==> config.mk <==
export PLATFORM = sky130hd
export DESIGN_NAME = fifo_stream_reader_flat
export DESIGN_NICKNAME = d
export VERILOG_FILES = /design/src/rtl/fifo_pkg.sv /design/src/rtl/fifo_stream_reader_if.sv /design/src/rtl/fifo_rd_skid_buf.sv /design/src/rtl/fifo_stream_reader.sv /design/src/flat_wrapper.sv
export SDC_FILE = /design/constraint.sdc
export NUM_CORES = 1
export LEC_CHECK = 0
export ABC_AREA = 1
export CORE_MARGIN = 5
export CORE_UTILIZATION = 29
export DETAILED_ROUTE_END_ITERATION = 12
export GPL_ROUTABILITY_DRIVEN = 0
export REMOVE_ABC_BUFFERS = 1
export SLEW_MARGIN = 15
export SYNTH_ARGS = -nofsm -noshare
export SYNTH_HDL_FRONTEND = slang
export SYNTH_SLANG_ARGS = --single-unit
==> constraint.sdc <==
create_clock -name clk -period 3.2 [get_ports clk]
set_clock_uncertainty 0.1 [all_clocks]
set_input_delay 0.96 -clock clk [delete_from_list [all_inputs] [get_ports clk]]
set_output_delay 0.96 -clock clk [all_outputs]
set_load 0.01 [all_outputs]
==> src/rtl/fifo_pkg.sv <==
// Shared types and constants for the FIFO read path: word type and skid-buffer sizing helper.
package fifo_pkg;

    localparam int unsigned DEF_FIFO_WIDTH = 16;

    typedef logic [DEF_FIFO_WIDTH-1:0] fifo_word_t;

    // Bits needed to hold an occupancy count of 0..depth.
    function automatic int unsigned cnt_width(input int unsigned depth);
        return $clog2(depth + 1);
    endfunction

endpackage

==> src/rtl/fifo_stream_reader_if.sv <==
// FIFO read port plus downstream valid/ready stream, grouped for the reader (master) and its peers.
interface fifo_stream_reader_if
    import fifo_pkg::*;
#(
    parameter int unsigned WIDTH = DEF_FIFO_WIDTH
);
    logic             fifo_empty;
    logic             fifo_underflow;
    logic [WIDTH-1:0] fifo_data_out;
    logic             fifo_rd_en;
    logic [WIDTH-1:0] m_data;
    logic             m_valid;
    logic             m_ready;

    modport master (
        input  fifo_empty, fifo_underflow, fifo_data_out, m_ready,
        output fifo_rd_en, m_data, m_valid
    );

    modport slave (
        output fifo_empty, fifo_underflow, fifo_data_out, m_ready,
        input  fifo_rd_en, m_data, m_valid
    );

endinterface

==> src/rtl/fifo_rd_skid_buf.sv <==
// Circular output buffer: push on FIFO capture, pop on downstream handshake, head always presented.
module fifo_rd_skid_buf
    import fifo_pkg::*;
#(
    parameter int unsigned WIDTH = DEF_FIFO_WIDTH,
    parameter int unsigned DEPTH = 2,
    localparam int unsigned CW   = cnt_width(DEPTH)
) (
    input  logic             clk,
    input  logic             rst_n,
    input  logic             push,
    input  logic [WIDTH-1:0] push_data,
    input  logic             pop,
    output logic [CW-1:0]    count,
    output logic [WIDTH-1:0] head
);

    localparam int unsigned PW = (DEPTH > 1) ? $clog2(DEPTH) : 1;

    logic [WIDTH-1:0] mem_q [DEPTH];
    logic [PW-1:0]    wr_ptr_q;
    logic [PW-1:0]    rd_ptr_q;
    logic [CW-1:0]    count_q;

    function automatic logic [PW-1:0] wrap_inc(input logic [PW-1:0] p);
        return (p == PW'(DEPTH - 1)) ? '0 : p + 1'b1;
    endfunction

    always_ff @(posedge clk or negedge rst_n) begin
        if (!rst_n) begin
            for (int i = 0; i < int'(DEPTH); i++) begin
                mem_q[i] <= '0;
            end
            wr_ptr_q <= '0;
            rd_ptr_q <= '0;
            count_q  <= '0;
        end else begin
            if (push) begin
                mem_q[wr_ptr_q] <= push_data;
                wr_ptr_q        <= wrap_inc(wr_ptr_q);
            end
            if (pop) begin
                rd_ptr_q <= wrap_inc(rd_ptr_q);
            end
            case ({push, pop})
                2'b10:   count_q <= count_q + 1'b1;
                2'b01:   count_q <= count_q - 1'b1;
                default: count_q <= count_q;
            endcase
        end
    end

    assign count = count_q;
    assign head  = mem_q[rd_ptr_q];

    overflow_chk: assert property (@(posedge clk) disable iff (!rst_n)
        !(push && !pop && (32'(count_q) == DEPTH)));

endmodule

==> src/rtl/fifo_stream_reader.sv <==
// Read-side master for the synchronous FIFO: issues reads, captures data one cycle later and
// streams it downstream in order, with a saturating delivered-word count and sticky underflow flag.
module fifo_stream_reader
    import fifo_pkg::*;
#(
    parameter int unsigned FIFO_WIDTH = DEF_FIFO_WIDTH,
    parameter int unsigned SKID_DEPTH = 2,
    parameter int unsigned CNT_WIDTH  = 16
) (
    input  logic                 clk,
    input  logic                 rst_n,
    input  logic                 enable,
    fifo_stream_reader_if.master bus,
    output logic [CNT_WIDTH-1:0] words_read,
    output logic                 err_underflow
);

    localparam int unsigned CW = cnt_width(SKID_DEPTH);

    logic                  valid;
    logic                  pop;
    logic                  rd_en;
    logic                  inflight_q;
    logic [CW-1:0]         count;
    logic [FIFO_WIDTH-1:0] head;
    logic [CNT_WIDTH-1:0]  words_q;
    logic                  err_q;
    int unsigned           occ;

    // Reserve a slot for every word already issued, crediting a slot freed by this cycle's pop.
    always_comb begin
        valid = (count != '0);
        pop   = valid && bus.m_ready;
        occ   = 32'(count) + 32'(inflight_q) - 32'(pop);
        rd_en = enable && !bus.fifo_empty && (occ < SKID_DEPTH);
    end

    always_ff @(posedge clk or negedge rst_n) begin
        if (!rst_n) begin
            inflight_q <= 1'b0;
            words_q    <= '0;
            err_q      <= 1'b0;
        end else begin
            inflight_q <= rd_en;
            if (pop && (words_q != '1)) begin
                words_q <= words_q + 1'b1;
            end
            if (bus.fifo_underflow) begin
                err_q <= 1'b1;
            end
        end
    end

    fifo_rd_skid_buf #(
        .WIDTH (FIFO_WIDTH),
        .DEPTH (SKID_DEPTH)
    ) u_skid (
        .clk       (clk),
        .rst_n     (rst_n),
        .push      (inflight_q),
        .push_data (bus.fifo_data_out),
        .pop       (pop),
        .count     (count),
        .head      (head)
    );

    assign bus.fifo_rd_en = rd_en;
    assign bus.m_valid    = valid;
    assign bus.m_data     = head;
    assign words_read     = words_q;
    assign err_underflow  = err_q;

    no_rd_when_empty: assert property (@(posedge clk) disable iff (!rst_n)
        !(rd_en && bus.fifo_empty));

    data_stable: assert property (@(posedge clk) disable iff (!rst_n)
        (valid && !bus.m_ready) |=> (valid && $stable(head)));

    count_bound: assert property (@(posedge clk) disable iff (!rst_n)
        32'(count) <= SKID_DEPTH);

endmodule

==> src/flat_wrapper.sv <==
// flat-port wrapper written by rule: the top's interface ports become plain ports
module fifo_stream_reader_flat import fifo_pkg::*;
#(
    parameter int unsigned FIFO_WIDTH = DEF_FIFO_WIDTH,
    parameter int unsigned SKID_DEPTH = 2,
    parameter int unsigned CNT_WIDTH  = 16
)
  (clk, rst_n, enable, words_read, err_underflow, bus_fifo_empty, bus_fifo_underflow, bus_fifo_data_out, bus_m_ready, bus_fifo_rd_en, bus_m_data, bus_m_valid);
  fifo_stream_reader_if #(.WIDTH(16)) bus_i ();
  input  logic clk;
  input  logic rst_n;
  input  logic enable;
  output logic [CNT_WIDTH-1:0] words_read;
  output logic err_underflow;
  input wire logic [$bits(bus_i.fifo_empty)-1:0] bus_fifo_empty;
  input wire logic [$bits(bus_i.fifo_underflow)-1:0] bus_fifo_underflow;
  input wire logic [$bits(bus_i.fifo_data_out)-1:0] bus_fifo_data_out;
  input wire logic [$bits(bus_i.m_ready)-1:0] bus_m_ready;
  output wire logic [$bits(bus_i.fifo_rd_en)-1:0] bus_fifo_rd_en;
  output wire logic [$bits(bus_i.m_data)-1:0] bus_m_data;
  output wire logic [$bits(bus_i.m_valid)-1:0] bus_m_valid;
  assign bus_i.fifo_empty = bus_fifo_empty;
  assign bus_i.fifo_underflow = bus_fifo_underflow;
  assign bus_i.fifo_data_out = bus_fifo_data_out;
  assign bus_i.m_ready = bus_m_ready;
  assign bus_fifo_rd_en = bus_i.fifo_rd_en;
  assign bus_m_data = bus_i.m_data;
  assign bus_m_valid = bus_i.m_valid;
  fifo_stream_reader #(.FIFO_WIDTH(FIFO_WIDTH), .SKID_DEPTH(SKID_DEPTH), .CNT_WIDTH(CNT_WIDTH)) u_core (.clk(clk), .rst_n(rst_n), .enable(enable), .bus(bus_i), .words_read(words_read), .err_underflow(err_underflow));
endmodule
==> flow_metrics.env <==
export IMPL_drt_initial_drc_count=69
export IMPL_crit_slowest_cell="or3_4"
export IMPL_cts_tree="yes"
export IMPL_synth_top_area_share_pct=49.5
export IMPL_synth_edf_count=0
export IMPL_drive_above_1_share_pct=20.6
export IMPL_cts_num_sinks=54
export IMPL_synth_top_flop_cell="dfrtp_1"
export IMPL_outcome="complete, but fails checks"
export IMPL_rsz0062_at_grt="yes"
export IMPL_ios=57
export IMPL_max_slew_margin_pct=33.2
export IMPL_p_leak_nw=1.79
export IMPL_dp_hpwl_um=4360
export IMPL_yosys_area_top_type="dfrtp_1"
export IMPL_core_um2=9200
export IMPL_start_kind="input port"
export IMPL_cts_clk_slew_worst_paths_ps=110
export IMPL_routed_wl_um=6670
export IMPL_finalCritPeriodShare_pct=104
export IMPL_cts_root_buf="clkbuf_8"
export IMPL_slowest_delay_ps=390
export IMPL_drv_cap=0
export IMPL_dieWidth_um=107
export IMPL_port_buffer_count=56
export IMPL_ys_warnings_count=0
export IMPL_hold_viol_final=0
export IMPL_dp_cells=483
export IMPL_p_per_area_nw_per_um2=817
export IMPL_ys_ff_latch=54
export IMPL_grt_max_degree=34
export IMPL_rows=35
export IMPL_vdd_ir_drop_max_mv=0.255
export IMPL_setup_violations=1
export IMPL_vias_per_cell=4.44
export IMPL_grt_usage_pct=11.7
export IMPL_layout_cells_non_filler=514
export IMPL_yosysMostFrequentCell="nand2_1"
export IMPL_cts_max_level=2
export IMPL_placed_area_um2=3470
export IMPL_overflow=0
export IMPL_grt_pass1_vias=2261
export IMPL_drv_slew=0
export IMPL_worstMarginPinSlew_ps=1000
export IMPL_worstPathMaxFanout=2
export IMPL_syn_inst=315
export IMPL_critPathKind="in2out"
export IMPL_nNetsFinal=433
export IMPL_antenna_found_initial=0
export IMPL_grt_pass1_wl_um=10900
export IMPL_dieArea_um2=11500
export IMPL_vias=2284
export IMPL_synth_seq_area_share_pct=49.5
export IMPL_synth_area_leaders="dfrtp_1 (49%), nand2_1 (14%), mux2_2 (6.6%)"
export IMPL_cts_inserted_buffers=5
export IMPL_synth_async_reset_ratio_pct=100
export IMPL_worstPathRequired_ps=2140
export IMPL_total_power_mw=3.13
export IMPL_clock_latency_ps=310
export IMPL_ant_nets=0
export IMPL_clk_path_buf_depth=2
export IMPL_crit_chain="buf_6, nand2_4, or2_4, inv_4, fa_2, nand2_1, or3_4, a21oi_4, buf_6"
export IMPL_areaGrowthSynthToFinish_pct=40.2
export IMPL_drcViolationCount=0
export IMPL_violations="setup timing"
export IMPL_avgSynthCellArea_um2=8.67
export IMPL_fin_ws_ps=-129
export IMPL_synth_commonest_cells="nand2_1 (100), dfrtp_1 (54), o21ai_0 (35), inv_1 (32), mux2_2 (16)"
export IMPL_fin_crit_ps=3330
export IMPL_post_drt_wl_per_cell_um=13.0
export IMPL_fin_area_um2=3830
export IMPL_hold_class="reg2reg"
export IMPL_arrival_ps=2270
export IMPL_antenna_diode_count=0
export IMPL_die_y_um=107
export IMPL_dr_pass1_iters=4
export IMPL_synth_area_um2=2730
export IMPL_cp_common_cell="buf_6"
export IMPL_pre_cts_ws_ps=-996
export IMPL_crit_path_end_kind="output port"
export IMPL_ys_types=27
export IMPL_start_util_pct=29.7
export IMPL_hold_ws_ps=380
export IMPL_max_freq_ghz=0.300
registers in the layout, indices dropped and copies added (netlist names):
register,flops
u_core.u_skid.count,2
u_core.u_skid.rd_ptr_q,1
u_core.err_underflow,1
u_core.words_read,16
u_core.u_skid.wr_ptr_q,1
u_core.inflight_q,1
u_core.u_skid.mem_q,32
where the power goes:
group          internal (mW)  total, mW  switching [mW]
clock network          0.239      0.486           0.247
registers              0.946       1.10           0.159
logic                  0.866       1.54           0.670
total                   2.05       3.13            1.08
layer usage:
layer  track usage, %  wire length [um]  vias up  share of wire, %
li1                 -                 -     1165                 -
met1             15.7              3210     1051                48
met2             18.5              2980       57                45
met3             2.95               357       11               5.4
met4             3.65               124        0               1.9
met5                0                 0        -                 0
cells in the final DEF, fill, tap and decap left out, drive strengths merged:
cell           netlist  routed
o21ai               36      36
nand3                8       8
dfrtp               54      54
inv                 36      38
xnor2                9       9
nand3b               1       1
clkbuf               7       5
nor2                17      17
mux2                16      16
bufinv               0       1
a21oi                3       3
nand4                7       7
ha                   8       8
or2                  4       4
or3                  1       1
fa                   1       1
nand2              103     103
clkdlybuf4s50        0      53
buf                  3      37
xor2                 1       1
critical path, delay by kind of cell:
kind,cells,cell delay [ps]
adders and majority gates,1,170
buffers and inverters,3,260
AOI/OAI and AO/OA,1,160
and+or+nand+nor,4,720
logic make-up (layout without fill, tap and decap cells):
group / after synthesis / after routing / synth area share, %
AOI/OAI and AO/OA: 39 / 39 / 7.28
xor gates and xnor gates: 10 / 10 / 3.21
adders and majority gates: 9 / 9 / 4.40
buffers and inverters: 46 / 134 / 6.69
DFF: 54 / 54 / 49.5
muxes: 16 / 16 / 6.60
and+or+nand+nor: 141 / 141 / 22.4
area by class of cell:
cell class              count  area (um2)
clock buffers               5        68.8
inverters                  36         143
repair buffers             90         826
flip-flops and latches     54        1350
fillers                   904        5370
well taps                 111         139
multi-input cells         215        1250
clock inverters             3        47.5
final timing paths:
kind / start / endpoint / slack [ps] / cells past startpoint
setup / recovery: bus_m_ready / bus_fifo_rd_en / -130 / 9
hold / removal: u_core.err_underflow / u_core.err_underflow / 380 / 1
setup reg to reg: u_core.u_skid.count[0] / u_core.u_skid.count[1] / 230 / 20
hold reg to reg: u_core.err_underflow / u_core.err_underflow / 380 / 1
max in group asynchronous: rst_n / u_core.words_read[4] / 1850 / 2
min in group asynchronous: rst_n / u_core.err_underflow / 560 / 1
metrics by stage:
stage	util [%]	setup TNS, ps
floorplan	-	-10.1
global placement	37.8	-942
detailed placement	37.8	-996
CTS	40.7	-113
global route	41.6	-193
finish	41.6	-129
what timing repair did:
item	4_1_cts	5_1_grt
hold buffers	0	0
setup endpoints to repair	1	3
buffers inserted	20	3
pin swaps	5	4
gates resized for setup	13	14
Power figures use the tool's default switching activity.
